$ cat src/rtl/seqdiv_pkg.sv
// ============================================================================
// seqdiv_pkg : shared FSM state type and default width for seq_divider16
// Revision   : 1.0
// ============================================================================
`default_nettype none

package seqdiv_pkg;

    typedef enum logic [1:0] {
        IDLE = 2'd0,
        RUN  = 2'd1,
        DONE = 2'd2
    } seqdiv_state_t;

    localparam int SEQDIV_W_DEFAULT = 16;

endpackage

`default_nettype wire

$ cat src/rtl/seq_divider16_sub_lookahead.sv
// ============================================================================
// sub_lookahead : combinational a - b as a + ~b + 1 with 4-bit group lookahead
// Revision      : 1.0
// ============================================================================
`default_nettype none

module sub_lookahead #(
    parameter int N = 17
) (
    input  logic [N-1:0] a,
    input  logic [N-1:0] b,
    output logic [N-1:0] diff,
    output logic         borrow
);

    localparam int NG = (N + 3) / 4;
    localparam int NP = NG * 4;

    // Padding b with zeros before inversion makes the carry out of NP bits
    // equal to (a >= b), so borrow is simply its complement.
    logic [NP-1:0] w_x;
    logic [NP-1:0] w_y;
    logic [NP-1:0] w_g;
    logic [NP-1:0] w_p;
    logic [NP-1:0] w_c;
    logic [NP-1:0] w_s;
    logic [NG:0]   w_gc;
    logic          w_unused;

    assign w_x     = NP'(a);
    assign w_y     = ~(NP'(b));
    assign w_g     = w_x & w_y;
    assign w_p     = w_x ^ w_y;
    assign w_gc[0] = 1'b1;

    for (genvar i = 0; i < NG; i++) begin : g_grp
        logic [3:0] w_gi;
        logic [3:0] w_pi;
        logic       w_cin;
        logic       w_ggen;
        logic       w_gprop;

        assign w_gi    = w_g[4*i +: 4];
        assign w_pi    = w_p[4*i +: 4];
        assign w_cin   = w_gc[i];
        assign w_ggen  = w_gi[3]
                       | (w_pi[3] & w_gi[2])
                       | (w_pi[3] & w_pi[2] & w_gi[1])
                       | (w_pi[3] & w_pi[2] & w_pi[1] & w_gi[0]);
        assign w_gprop = &w_pi;

        assign w_gc[i+1]  = w_ggen | (w_gprop & w_cin);
        assign w_c[4*i]   = w_cin;
        assign w_c[4*i+1] = w_gi[0] | (w_pi[0] & w_cin);
        assign w_c[4*i+2] = w_gi[1] | (w_pi[1] & w_gi[0]) | (w_pi[1] & w_pi[0] & w_cin);
        assign w_c[4*i+3] = w_gi[2] | (w_pi[2] & w_gi[1]) | (w_pi[2] & w_pi[1] & w_gi[0])
                          | (w_pi[2] & w_pi[1] & w_pi[0] & w_cin);
    end

    assign w_s      = w_p ^ w_c;
    assign diff     = w_s[N-1:0];
    assign borrow   = ~w_gc[NG];
    assign w_unused = ^w_s;

endmodule

`default_nettype wire

$ cat src/rtl/seq_divider16.sv
// ============================================================================
// seq_divider16 : multi-cycle unsigned restoring divider, valid/ready ports.
//                 Optional divide-by-zero fast path/flag: SEQDIV_DBZ_ERR_EN
// Revision      : 1.0
// ============================================================================
`default_nettype none

module seq_divider16
    import seqdiv_pkg::*;
#(
    parameter int W = SEQDIV_W_DEFAULT
) (
    input  logic         clk,
    input  logic         rst_n,
    input  logic         in_valid,
    output logic         in_ready,
    input  logic [W-1:0] dividend,
    input  logic [W-1:0] divisor,
    output logic         out_valid,
    input  logic         out_ready,
    output logic [W-1:0] quotient,
    output logic [W-1:0] remainder
`ifdef SEQDIV_DBZ_ERR_EN
    ,
    output logic         err
`endif
);

    localparam int CW = $clog2(W);

    seqdiv_state_t state_q;
    seqdiv_state_t state_d;

    logic [W-1:0]  q_q;
    logic [W-1:0]  q_d;
    logic [W:0]    r_q;
    logic [W:0]    r_d;
    logic [W-1:0]  d_q;
    logic [CW-1:0] cnt_q;
    logic [W-1:0]  quot_q;
    logic [W-1:0]  rem_q;

    logic [W:0]    w_t;
    logic [W:0]    w_diff;
    logic          w_borrow;
    logic          w_accept;
    logic          w_dbz;
    logic          w_last;
    logic          w_unused;

    assign w_accept = in_valid && (state_q == IDLE);
    assign w_last   = (state_q == RUN) && (cnt_q == '0);

`ifdef SEQDIV_DBZ_ERR_EN
    assign w_dbz = (divisor == '0);
`else
    assign w_dbz = 1'b0;
`endif

    assign w_t = {r_q[W-1:0], q_q[W-1]};

    sub_lookahead #(.N(W + 1)) u_sub (
        .a      (w_t),
        .b      ({1'b0, d_q}),
        .diff   (w_diff),
        .borrow (w_borrow)
    );

    assign q_d = {q_q[W-2:0], ~w_borrow};
    assign r_d = w_borrow ? w_t : w_diff;

    // Restored partial remainder is always below the divisor, so its top bit is never read.
    assign w_unused = r_q[W];

    always_ff @(posedge clk or negedge rst_n) begin
        if (!rst_n) begin
            state_q <= IDLE;
        end else begin
            state_q <= state_d;
        end
    end

    always_comb begin
        state_d = state_q;
        unique case (state_q)
            IDLE:    if (in_valid)  state_d = w_dbz ? DONE : RUN;
            RUN:     if (w_last)    state_d = DONE;
            DONE:    if (out_ready) state_d = IDLE;
            default:                state_d = IDLE;
        endcase
    end

    always_comb begin
        in_ready  = (state_q == IDLE);
        out_valid = (state_q == DONE);
    end

    always_ff @(posedge clk) begin
        if (w_accept) begin
            q_q   <= dividend;
            r_q   <= '0;
            d_q   <= divisor;
            cnt_q <= CW'(W - 1);
        end else if (state_q == RUN) begin
            q_q   <= q_d;
            r_q   <= r_d;
            cnt_q <= cnt_q - 1'b1;
        end
    end

    always_ff @(posedge clk or negedge rst_n) begin
        if (!rst_n) begin
            quot_q <= '0;
            rem_q  <= '0;
        end else if (w_accept && w_dbz) begin
            quot_q <= '1;
            rem_q  <= dividend;
        end else if (w_last) begin
            quot_q <= q_d;
            rem_q  <= r_d[W-1:0];
        end
    end

`ifdef SEQDIV_DBZ_ERR_EN
    logic err_q;

    always_ff @(posedge clk or negedge rst_n) begin
        if (!rst_n) begin
            err_q <= 1'b0;
        end else if (w_accept) begin
            err_q <= w_dbz;
        end
    end

    assign err = err_q;
`endif

    assign quotient  = quot_q;
    assign remainder = rem_q;

endmodule

`default_nettype wire

$ cat config.mk
export PLATFORM = sky130hd
export DESIGN_NAME = seq_divider16
export DESIGN_NICKNAME = d
export VERILOG_FILES = /design/src/rtl/seqdiv_pkg.sv /design/src/rtl/seq_divider16_sub_lookahead.sv /design/src/rtl/seq_divider16.sv
export SDC_FILE = /design/constraint.sdc
export NUM_CORES = 1
export LEC_CHECK = 0
export ABC_AREA = 1
export ABC_CLOCK_PERIOD_IN_PS = 4100
export BUFFER_PORTS_ARGS = -buffer_cell sky130_fd_sc_hd__buf_2
export CAP_MARGIN = 20
export CORE_MARGIN = 3
export CORE_UTILIZATION = 61
export CTS_BUF_LIST = sky130_fd_sc_hd__clkbuf_8 sky130_fd_sc_hd__clkbuf_16
export DETAILED_ROUTE_END_ITERATION = 7
export GPL_TIMING_DRIVEN = 0
export PLACE_DENSITY_LB_ADDON = 0.08
export SETUP_SLACK_MARGIN = 0.15
export SYNTH_ARGS = -nofsm -noshare
export SYNTH_HDL_FRONTEND = slang
export SYNTH_HIERARCHICAL = 1
export SYNTH_SLANG_ARGS = --single-unit
$ cat constraint.sdc
create_clock -name clk -period 4.1 [get_ports clk]
set_clock_uncertainty 0.1 [all_clocks]
set_input_delay 0.82 -clock clk [delete_from_list [all_inputs] [get_ports clk]]
set_output_delay 0.82 -clock clk [all_outputs]
set_load 0.01 [all_outputs]
Word-level counts from Yosys, hierarchy flattened
Cells that the tools add are included.
- multiplexer cells: 7
- $lt $le $gt $ge: 0
- shift-type cells: 0
- divide/modulo/power cells: 0
- reductions and logical operators: 11
- multiply operators: 0
- equal/unequal tests: 5
- bitwise operators: 110
- add/sub/neg operators: 1
- operator list (operator ; count):
    bitwise AND 1 bit ; 62
    two-way mux 16 bit ; 3
    OR 1 bit ; 44
    bitwise AND 17 x 20 -> 20 bit ; 1
    inverter 16 -> 20 bit ; 1
    AND reduction 4 bit ; 5
    bitwise XOR 17 x 20 -> 20 bit ; 1
    bitwise XOR 16 bit ; 1
    two-way mux 2 bit ; 3
    one-hot mux 2 bit (3 select lines) ; 1
    zero test 4 bit ; 1
    inequality test 2 bit (second input constant) ; 2
    subtractor 4 x 1 -> 4 bit (second input constant) ; 1
    AND reduction 3 bit ; 1
    equality test 2 x 1 -> 1 bit (second input constant) ; 1
    equality test 2 bit (second input constant) ; 1
    logical AND 1 bit ; 2
    zero test 2 bit ; 1
    inequality test 2 x 1 -> 1 bit (second input constant) ; 1
    nonzero test 2 bit ; 1
- output and inout bits: 34
- word-level logic and storage cells: 141
- bits in read-only memories: 0
- memory bits (writable): 0
- bits of input ports: 36
- bits in latches: 0
- memories: 0
- flip-flop bits (word level): 86

Logic depth before layout (Yosys ltp)
Gate-level depths: netlist of run 1.
- word-level depth: 17
- mapped depth: 19
- depth with buffers taken out: 18

Hierarchy
Netlist of run 1, hierarchy kept.
- modules (own cells, without submodules) (module ; seq. area each (um^2) ; times used ; area an instance (um^2) ; cells each):
    seq_divider16 ; 2212.1 ; 1 ; 3465.8 ; 380
    sub_lookahead ; 0.0 ; 1 ; 817.0 ; 131

Worst setup path before layout of run 1
Ideal clock, no wire load.
- path type: reg2reg
- start point: register q_q[15]
- end point: register r_q[13]
- setup slack: 1698 ps
- buffers on the path: 2
- required time: 3936 ps
- setup time: 64 ps
- data arrival time: 2239 ps
- clock period less this slack: 2402 ps
- cell stages (with the launch flop): 20
- cells stage by stage: edfxtp_1 > inv_1 > ha_1 > nand2_1 > nand3_2 > nand2_2 > nand2_2 > nand2_2 > nand2_2 > nand2_2 > nand2_2 > a31oi_1 > fa_1 > buf_2 > inv_2 > buf_4 > nand2_1 > nand2_1 > nor2_1 > nor2_1
- word-level cells in the longest chain between the ends: 13
- elaborated cells between the ends (all ways): 18
- those cells by class: mux (1); bitwise (16); reduce/logical (1)
- RTL lines (item ; RTL line ; RTL):
    start, declared ; seq_divider16.sv:34 ; logic [W-1:0] q_q;
    start signal, assigned ; seq_divider16.sv:100 ; q_q <= dividend;
    start signal, assigned ; seq_divider16.sv:105 ; q_q <= q_d;
    bitwise AND 17 x 20 -> 20 bit ; seq_divider16_sub_lookahead.sv:32 ; assign w_g = w_x & w_y;
    bitwise AND 1 bit ; seq_divider16_sub_lookahead.sv:49 ; | (w_pi[3] & w_pi[2] & w_pi[1] & w_gi[0]);
    OR 1 bit ; seq_divider16_sub_lookahead.sv:49 ;
    OR 1 bit * ; seq_divider16_sub_lookahead.sv:52 ; assign w_gc[i+1] = w_ggen | (w_gprop & w_cin);
    bitwise AND 1 bit * ; seq_divider16_sub_lookahead.sv:52 ;
    OR 1 bit * ; seq_divider16_sub_lookahead.sv:52 ;
    bitwise AND 1 bit * ; seq_divider16_sub_lookahead.sv:52 ;
    OR 1 bit * ; seq_divider16_sub_lookahead.sv:52 ;
    bitwise AND 1 bit ; seq_divider16_sub_lookahead.sv:52 ;
    OR 1 bit ; seq_divider16_sub_lookahead.sv:52 ;
    bitwise AND 1 bit ; seq_divider16_sub_lookahead.sv:52 ;
    OR 1 bit ; seq_divider16_sub_lookahead.sv:52 ;
    two-way mux 16 bit * ; seq_divider16.sv:70 ; assign r_d = w_borrow ? w_t : w_diff;
    end signal, assigned ; seq_divider16.sv:106 ; r_q <= r_d;
    end, declared ; seq_divider16.sv:36 ; logic [W:0] r_q;
Every way passes the cells marked *; elsewhere a longest branch is shown, timed or not.
A chain may end at the register's enable or synchronous reset.

Worst setup path in the final report of run 1
- start point: register q_q[15]
- end point: register r_q[8]
- word-level cells in the longest chain between the ends: 13
- elaborated cells between the ends (all ways): 16
- those cells by class: mux (1); bitwise (14); reduce/logical (1)
- RTL lines (item ; RTL line):
    bitwise AND 17 x 20 -> 20 bit ; seq_divider16_sub_lookahead.sv:32
    bitwise AND 1 bit ; seq_divider16_sub_lookahead.sv:49
    OR 1 bit ; seq_divider16_sub_lookahead.sv:49
    OR 1 bit * ; seq_divider16_sub_lookahead.sv:52
    bitwise AND 1 bit * ; seq_divider16_sub_lookahead.sv:52
    OR 1 bit * ; seq_divider16_sub_lookahead.sv:52
    bitwise AND 1 bit ; seq_divider16_sub_lookahead.sv:52
    OR 1 bit ; seq_divider16_sub_lookahead.sv:52
    bitwise AND 1 bit ; seq_divider16_sub_lookahead.sv:52
    OR 1 bit ; seq_divider16_sub_lookahead.sv:52
    bitwise AND 1 bit ; seq_divider16_sub_lookahead.sv:52
    OR 1 bit ; seq_divider16_sub_lookahead.sv:52
    two-way mux 16 bit * ; seq_divider16.sv:70
Marks and branches as above.

==> results of run 1 <==
[path summary, 6_finish.rpt]
path	startpoint	endpoint	slack, ns
max in group asynchronous	rst_n	remainder[14]	2.95
max reg2reg	q_q[15]	r_q[8]	1.16
min in group asynchronous	rst_n	remainder[5]	0.45
min	quotient[5]	quotient[5]	0.37
min reg2reg	quotient[5]	quotient[5]	0.37
max	q_q[15]	r_q[8]	1.16
[routing by layer]
metal,part of all wire,vias up,GRT usage
li1,-,1740,-
met1,0.42,1637,0.294
met2,0.50,121,0.404
met3,0.062,12,0.0359
met4,0.015,0,0.0894
met5,0,-,0
[worst max-delay path: stages (launching register included)]
cell      delay [ns]
edfxtp_1        0.41
inv_1           0.06
ha_1            0.30
nand2_1         0.06
nand3_2         0.10
nand2_2         0.06
nand2_2         0.09
nand2_2         0.06
nand2_2         0.12
nand2_2         0.06
nand2_2         0.09
a31oi_1         0.13
fa_1            0.37
buf_2           0.20
inv_2           0.16
buf_4           0.21
nand2_1         0.06
nand2_1         0.07
nor2_1          0.04
nor2_1          0.12
[final cells by class]
cell class	instances	area, um^2	share of cell area
Clock inverter	7	96.3	0.0194
Multi-Input combinational cell	356	1740	0.350
Clock buffer	9	124	0.0250
Buffer	18	141	0.0285
Timing Repair Buffer	69	345	0.0696
Inverter	50	188	0.0378
Tap cell	93	116	0.0235
Sequential cell	86	2210	0.446
[metrics by stage]
| stage | total power, mW | utilization |
|---|---|---|
| 2_1_floorplan | 2.97 | - |
| 6_report | 4.20 | 0.755 |
| 5_1_grt | 4.55 | 0.755 |
| 3_5_place_dp | 3.53 | 0.722 |
| 4_1_cts | 4.20 | 0.755 |
| 3_3_place_gp | 3.43 | 0.722 |
[state kept, by name, indices dropped and copies added, names as in the netlist]
| signal | cells |
|---|---|
| remainder | 16 |
| state_q | 2 |
| quotient | 16 |
| cnt_q | 4 |
| r_q | 16 |
| d_q | 16 |
| q_q | 16 |
[where the power goes]
part	internal [mW]	switching, mW
Clock	0.347	0.311
Combinational	0.751	1.24
Sequential	1.33	0.228
[placed cells by master (no fill, tap or decap), types with 5 or more instances in the layout]
cell type	n
edfxtp_1	32
clkbuf_8	9
a21oi_1	5
nand2_1	223
dfrtp_1	34
inv_1	44
nand3_1	13
xnor2_1	5
nor2_1	41
nand2_2	9
buf_2	77
o21ai_0	17
buf_6	7
dfxtp_1	20
ha_1	18
==> impl_results.md, run 1 <==
* Routability congestion estimate at 0.783
* Dpl ws at 1.24 ns
* CP Max Fanout at 10
* Clock buffer depth at 2
* Ys Warns at 6
* Min Hold Slack at 0.372 ns
* Post-cts sizing count at 0
* CP Capture Type: flip-flop
* Router iterations before antenna repair at 5
* Global-route wire length before repair at 15200 um
* IO Count at 70
* Mean post-synth cell area at 8.39 um^2
* Worst Tran Pin Value at 0.792 ns
* Total Wirelength at 9300 um
* Cts hold-fix bufs at 0
* Slew Limit Fails at 0
* Nets at 648
* Clock latency on the worst-skew pair at 0.35 ns
* Crit path kind: reg2reg
* Layout fillers at 490
* Outcome: complete, no violations
* FP Rows at 29
* Req. time, crit path at 4.28 ns
* Max Clock Freq at 340 MHz
* Via density at 5.10
* Worst vdd ir at 0.404 mV
* Setup Buffers After CTS at 0
* Synthesized area at 4280 um^2
* CTS tree: built
* Setup crit start kind: flip-flop
* Placed Area at 4740 um^2
* Die X at 89.8 um
* P_leak at 2.66 nW
* Initial antenna violation count at 0
* GR Overflow Total at 0
* WHS Path Cells at 2
* Area Overhead vs Synth at 15.9%
* Vias in the first global route at 3314
* CTS Sinks at 86
* Slew headroom at 0.472
* Post-route ant nets at 0
* Layout cells sized above 1 at 0.208
* Final Non-Filler Cells at 688
* Post-layout min period at 2.94 ns
* DRT iter0 DRCs at 218
* Std-Cell Core Area at 6570 um^2
* Final setup violation count at 0
* Final hold vios at 0
* Root Buffer: clkbuf_8
* Pwr per Cell Area at 847 nW/um^2
* Post-route clock period utilization at 0.718
* Max-cap violations at 0
* GR Util All Layers at 0.233
* Placed Instances at 672
* Worst min-delay path category: reg2reg
* Num CTS Buffers at 9
* Setup TNS at 0 ns
* Ant diodes at 0
* DP HPWL at 6680 um
* RSZ-0062 raised after global routing: no
* Cell count after synthesis at 510
* Die ar. at 8060 um^2
* Fin area at 4960 um^2
* IO Port Bufs at 69
* R2r worst-path depth at 19
* Vias at 3510
* Crit path arrival time at 3.12 ns
* Avg WL per Cell at 13.5 um
* Die height at 89.8 um
* Residual DRC at 0
* Largest net degree at the start of global routing at 35
* Worst-path clk slew at 0.08 ns
* H-tree Lvls at 3
* Final WS setup at 1.16 ns
* Initial core utilization at 0.652
* Mapped Nets at 568
(Power assumes the default switching activity.)
==> run 2: changes to the inputs <==
--- a/config.mk
+++ b/config.mk
@@ -6,11 +6,11 @@
 export NUM_CORES = 1
 export LEC_CHECK = 0
 export ABC_AREA = 1
-export ABC_CLOCK_PERIOD_IN_PS = 4100
+export ABC_CLOCK_PERIOD_IN_PS = 2800
 export BUFFER_PORTS_ARGS = -buffer_cell sky130_fd_sc_hd__buf_2
 export CAP_MARGIN = 20
 export CORE_MARGIN = 3
-export CORE_UTILIZATION = 61
+export CORE_UTILIZATION = 56
 export CTS_BUF_LIST = sky130_fd_sc_hd__clkbuf_8 sky130_fd_sc_hd__clkbuf_16
 export DETAILED_ROUTE_END_ITERATION = 7
 export GPL_TIMING_DRIVEN = 0
==> constraint.sdc (replaced) <==
create_clock -name clk -period 2.8 [get_ports clk]
set_clock_uncertainty 0.1 [all_clocks]
set_input_delay 0.56 -clock clk [delete_from_list [all_inputs] [get_ports clk]]
set_output_delay 0.56 -clock clk [all_outputs]
set_load 0.01 [all_outputs]
==> run 2 against run 1 <==
Against the previous run: clock-buffer cell count did not move; sequential share of layout area fell by 2.7 points; first-iteration DRC count down 33%; largest cell class unchanged; largest power group unchanged.
==> impl_results.md, run 2 (synthesis gave the netlist of run 1 again) <==
* Outcome: complete, no violations (unchanged)
* Largest net degree at the start of global routing at 35 (unchanged)
* Final hold vios at 0 (unchanged)
* Post-route clock period utilization at 0.944 (was 0.718)
* CP Capture Type: flip-flop (unchanged)
* CTS tree: built (unchanged)
* Total Wirelength at 10300 um (was 9300 um)
* Die ar. at 8730 um^2 (was 8060 um^2)
* H-tree Lvls at 3 (unchanged)
* Clock latency on the worst-skew pair at 0.36 ns (was 0.35 ns)
* Setup TNS at 0 ns (unchanged)
* Worst Tran Pin Value at 0.841 ns (was 0.792 ns)
* Commonest cells after routing, fill and taps aside: 203 x nand2_1, 75 x buf_2, 43 x inv_1 (was 223 x nand2_1, 77 x buf_2, 44 x inv_1)
* Req. time, crit path at 2.94 ns (was 4.28 ns)
* Crit path arrival time at 2.79 ns (was 3.12 ns)
* Dpl ws at -0.0389 ns (was 1.24 ns)
* Initial core utilization at 0.584 (was 0.652)
* Vias in the first global route at 3326 (was 3314)
* GR Util All Layers at 0.224 (was 0.233)
* RSZ-0062 raised after global routing: yes (was no)
* Post-route ant nets at 0 (unchanged)
* Ant diodes at 0 (unchanged)
* DRT iter0 DRCs at 145 (was 218)
* Area Overhead vs Synth at 23.3% (was 15.9%)
* Fin area at 5280 um^2 (was 4960 um^2)
* Pwr per Cell Area at 1310 nW/um^2 (was 847 nW/um^2)
* CP Max Fanout at 5 (was 10)
* Post-layout min period at 2.64 ns (was 2.94 ns)
* Num CTS Buffers at 9 (unchanged)
* R2r worst-path depth at 18 (was 19)
* Via density at 5.12 (was 5.10)
* Avg WL per Cell at 14.7 um (was 13.5 um)
* Std-Cell Core Area at 7330 um^2 (was 6570 um^2)
* CTS Sinks at 86 (unchanged)
* Slew Limit Fails at 0 (unchanged)
* Global-route wire length before repair at 15200 um (unchanged)
* Crit path kind: reg2reg (unchanged)
* Placed Area at 4750 um^2 (was 4740 um^2)
* Overall power at 6.89 mW (was 4.20 mW)
* IO Port Bufs at 69 (unchanged)
* GR Overflow Total at 0 (unchanged)
* Layout cells sized above 1 at 0.277 (was 0.208)
* Worst vdd ir at 0.745 mV (was 0.404 mV)
* IO Count at 70 (unchanged)
* Worst min-delay path category: in2async (was reg2reg)
* Clock buffer depth at 2 (unchanged)
* Post-layout util at 0.720 (was 0.755)
* Root Buffer: clkbuf_8 (unchanged)
* Most common cell after layout, fill and taps aside: nand2_1 (unchanged)
* Final WS setup at 0.157 ns (was 1.16 ns)
* Final setup violation count at 0 (unchanged)
* Worst-path clk slew at 0.09 ns (was 0.08 ns)
* Min Hold Slack at 0.193 ns (was 0.372 ns)
* Routability congestion estimate at 0.808 (was 0.783)
* Residual DRC at 0 (unchanged)
* Placed Instances at 678 (was 672)
* Max Clock Freq at 378 MHz (was 340 MHz)
* Final Non-Filler Cells at 702 (was 688)
* Max-cap violations at 0 (unchanged)
* Setup crit start kind: flip-flop (unchanged)
* Initial antenna violation count at 0 (unchanged)
* Nets at 656 (was 648)
* Router iterations before antenna repair at 4 (was 5)
* Slew headroom at 0.439 (was 0.472)
* P_leak at 2.76 nW (was 2.66 nW)
* Die X at 93.4 um (was 89.8 um)
* Die height at 93.4 um (was 89.8 um)
* FP Rows at 31 (was 29)
* DP HPWL at 6720 um (was 6680 um)
* Vias at 3597 (was 3510)
-- run 2: area by class of cell --
cell class | count | area [um^2]
Clock buffer | 9 | 124
Tap cell | 99 | 124
Clock inverter | 7 | 96.3
Multi-Input combinational cell | 356 | 1920
Fill cell | 579 | 2050
Inverter | 50 | 200
Buffer | 18 | 169
Sequential cell | 86 | 2210
Timing Repair Buffer | 77 | 435
-- run 2: critical path, stage by stage (launching register included) --
cell	delay, ns
edfxtp_1	0.40
ha_1	0.33
nand2_1	0.11
nand3_2	0.10
nand2_2	0.10
nand2_4	0.06
nand2_4	0.07
nand2_4	0.07
nand2_4	0.07
nand2_4	0.06
a31oi_4	0.19
fa_2	0.24
buf_8	0.14
clkinv_8	0.07
buf_8	0.13
nand2_2	0.06
nand2_2	0.07
nor2_2	0.10
nor2_1	0.05
-- run 2: path summary, 6_finish.rpt --
path	startpoint	endpoint	slack, ns
worst min-delay path	rst_n	remainder[4]	0.19
max in group asynchronous	rst_n	remainder[0]	1.88
min in group clk	divisor[6]	d_q[6]	0.27
worst min register to register	quotient[8]	quotient[8]	0.37
worst max-delay path	d_q[0]	r_q[9]	0.16
worst max register to register	d_q[0]	r_q[9]	0.16
-- run 2: per-layer routing --
metal	GRT usage	vias up	wire length (um)
li1	-	1759	-
met3	0.0451	30	512
met1	0.283	1696	4280
met4	0.107	0	310
met2	0.369	112	5230
met5	0	-	0
-- run 2: power breakdown --
| part | total (mW) | leakage (nW) | internal [mW] | switching [mW] |
|---|---|---|---|---|
| Combinational | 3.62 | 1.74 | 1.47 | 2.15 |
| Sequential | 2.29 | 0.902 | 1.94 | 0.346 |
| Clock | 0.984 | 0.114 | 0.508 | 0.476 |
-- run 2: repair_timing --
action                                  4_1_cts  5_1_grt
buffers inserted                              0        7
pin swaps                                     0       26
endpoints found under the setup margin       24       33
cloned                                        0        1
gates resized for setup                      10       46
hold buffers                                  0        0
==> run 3: changes to the inputs <==
--- a/config.mk
+++ b/config.mk
@@ -6,11 +6,11 @@
 export NUM_CORES = 1
 export LEC_CHECK = 0
 export ABC_AREA = 1
-export ABC_CLOCK_PERIOD_IN_PS = 2800
+export ABC_CLOCK_PERIOD_IN_PS = 2200
 export BUFFER_PORTS_ARGS = -buffer_cell sky130_fd_sc_hd__buf_2
 export CAP_MARGIN = 20
 export CORE_MARGIN = 3
-export CORE_UTILIZATION = 56
+export CORE_UTILIZATION = 51
 export CTS_BUF_LIST = sky130_fd_sc_hd__clkbuf_8 sky130_fd_sc_hd__clkbuf_16
 export DETAILED_ROUTE_END_ITERATION = 7
 export GPL_TIMING_DRIVEN = 0
==> constraint.sdc (replaced) <==
create_clock -name clk -period 2.2 [get_ports clk]
set_clock_uncertainty 0.1 [all_clocks]
set_input_delay 0.44 -clock clk [delete_from_list [all_inputs] [get_ports clk]]
set_output_delay 0.44 -clock clk [all_outputs]
set_load 0.01 [all_outputs]
==> run 3 against run 2 <==
Against the previous run: the flow now finishes with violations (negative setup slack); total power grew 30%; worst hold slack lost 0.10 ns; non-clock buffer count is 7 higher; critical endpoint is now r_q[0].
==> impl_results.md, run 3 (synthesis gave the netlist of run 1 again) <==
* Pwr per Cell Area at 1640 nW/um^2 (was 1310 nW/um^2)
* Setup crit start kind: flip-flop (unchanged)
* Post-route ant nets at 0 (unchanged)
* Slew headroom at 0.429 (was 0.439)
* Layout cells sized above 1 at 0.326 (was 0.277)
* Vias at 3551 (was 3597)
* Failing checks: negative setup slack
* Vias in the first global route at 3616 (was 3326)
* Layout fillers at 666 (was 579)
* Crit path arrival time at 2.71 ns (was 2.79 ns)
* CP Max Fanout at 10 (was 5)
* Final setup violation count at 34 (was 0)
* Router iterations before antenna repair at 4 (unchanged)
* Num CTS Buffers at 9 (unchanged)
* Slowest CP cell: edfxtp_1 (unchanged)
* DRT iter0 DRCs at 121 (was 145)
* H-tree Lvls at 3 (unchanged)
* Clock latency on the worst-skew pair at 0.35 ns (was 0.36 ns)
* Residual DRC at 0 (unchanged)
* Ant diodes at 0 (unchanged)
* CTS Sinks at 86 (unchanged)
* Nets at 663 (was 656)
* Clock buffer depth at 2 (unchanged)
* Largest net degree at the start of global routing at 35 (unchanged)
* Slew Limit Fails at 0 (unchanged)
* GRT Max-Usage Layer: met2 (unchanged)
* Initial core utilization at 0.540 (was 0.584)
* Worst-path clk slew at 0.09 ns (about the same)
* Worst vdd ir at 0.831 mV (was 0.745 mV)
* Commonest cells after routing, fill and taps aside: 188 x nand2_1, 75 x buf_2, 41 x inv_1 (was 203 x nand2_1, 75 x buf_2, 43 x inv_1)
* Die height at 97.6 um (was 93.4 um)
* Area Overhead vs Synth at 26.9% (was 23.3%)
* Crit-path cells: ha_4, nand2_2, nand3_2, nand2_2, nand2_4, nand2_4, nand2_4, nand2_4, nand2_4, a31oi_4, fa_2, buf_8, buf_8, nand2_1, nand2_2, nor2_1, nor2_1 (was ha_1, nand2_1, nand3_2, nand2_2, nand2_4, nand2_4, nand2_4, nand2_4, nand2_4, a31oi_4, fa_2, buf_8, clkinv_8, buf_8, nand2_2, nand2_2, nor2_2, nor2_1)
* FP Rows at 32 (was 31)
* Cts hold-fix bufs at 0 (unchanged)
* GR Overflow Total at 0 (unchanged)
* Post-layout min period at 2.56 ns (was 2.64 ns)
* Routability congestion estimate at 0.793 (was 0.808)
* DP HPWL at 6660 um (was 6720 um)
* IO Port Bufs at 69 (unchanged)
* Final hold vios at 0 (unchanged)
* Most common cell after layout, fill and taps aside: nand2_1 (unchanged)
* Post-route clock period utilization at 1.16 (was 0.944)
* Met2 track demand over resource at 0.365 (was 0.369)
* Total Wirelength at 10100 um (was 10300 um)
* Max Clock Freq at 390 MHz (was 378 MHz)
* Worst min-delay path category: in2async (unchanged)
* GR Util All Layers at 0.210 (was 0.224)
* Crit path kind: reg2reg (unchanged)
* Root Buffer: clkbuf_8 (unchanged)
* CTS tree: built (unchanged)
* Max-cap violations at 0 (unchanged)
* Die X at 97.6 um (was 93.4 um)
* Met3 global-route usage at 0.0431 (was 0.0451)
* Post-layout util at 0.685 (was 0.720)
* Outcome: finished with violations (was complete, no violations)
* P_leak at 2.80 nW (was 2.76 nW)
* Worst path max stage delay at 0.45 ns (was 0.40 ns)
* RSZ-0062 raised after global routing: yes (unchanged)
* Final WS setup at -0.361 ns (was 0.157 ns)
* Std-Cell Core Area at 7930 um^2 (was 7330 um^2)
* CP Capture Type: flip-flop (unchanged)
* Initial antenna violation count at 0 (unchanged)
* Global Route met1 Usage at 0.265 (was 0.283)
* Avg WL per Cell at 14.2 um (was 14.7 um)
* IO Count at 70 (unchanged)
* Global-route wire length before repair at 16400 um (was 15200 um)
* Top cell by count, worst path: nand2_4 (unchanged)
* Req. time, crit path at 2.35 ns (was 2.94 ns)
* Via density at 4.99 (was 5.12)
* R2R Setup Slk at -0.36 ns (was 0.16 ns)
* Die ar. at 9530 um^2 (was 8730 um^2)
* Min Hold Slack at 0.0927 ns (was 0.193 ns)
* Worst Tran Pin Value at 0.856 ns (was 0.841 ns)
==> run 3: stage by stage <==
| step | area [um^2] | power, mW | setup TNS, ns | instances | setup slack, ns |
|---|---|---|---|---|---|
| 2_1_floorplan | 4300 | 5.59 | 0 | 510 | 0.0604 |
| 3_3_place_gp | 4770 | 6.48 | -13.60 | 681 | -0.495 |
| 3_5_place_dp | 4770 | 6.63 | -16.22 | 681 | -0.579 |
| 4_1_cts | 5230 | 8.36 | -7.65 | 708 | -0.250 |
| 5_1_grt | 5430 | 9.65 | -14.27 | 712 | -0.467 |
| 6_report | 5430 | 8.92 | -10.55 | 712 | -0.361 |
==> run 3: final timing paths <==
kind,from,end,depth (start not counted)
worst max-delay path,d_q[0],r_q[0],17
worst min-delay path,rst_n,remainder[4],1
worst max register to register,d_q[0],r_q[0],17
worst min register to register,quotient[12],quotient[12],2
max in group asynchronous,rst_n,remainder[12],1
min in group clk,divisor[4],d_q[4],1
==> run 3: final cells by class <==
class	count	area, um^2	share of cell area
multi-input combinational	356	2020	0.371
buffer	18	169	0.0311
clock inverter	7	73.8	0.0136
timing repair buffer	84	505	0.0931
clock buffer	9	124	0.0228
tap	102	128	0.0235
inverter	50	200	0.0369
sequential	86	2210	0.408
==> run 3: routing by layer <==
metal	routed length [um]	vias to the layer above
met5	0	-
li1	-	1769
met1	4500	1680
met3	398	15
met2	5110	87
met4	134	0
==> run 3: critical path, delay by kind of cell (launching register included) <==
family / cells / cell delay (ns)
simple gates: 12 / 0.83
flops: 1 / 0.45
fa+ha+maj: 2 / 0.67
buf+inv: 2 / 0.29
compound gates: 1 / 0.09
==> run 3: report_power, final <==
part	internal, mW	switching [mW]	total, mW
Sequential	2.47	0.450	2.92
Combinational	2.09	2.79	4.89
Clock	0.529	0.590	1.12
Total	5.09	3.83	8.92
==> run 3: timing repair <==
item / CTS / global route
cloned: 1 / 0
endpoints found under the setup margin: 34 / 50
pin swaps: 40 / 21
buffers inserted: 10 / 4
resized for setup: 38 / 46
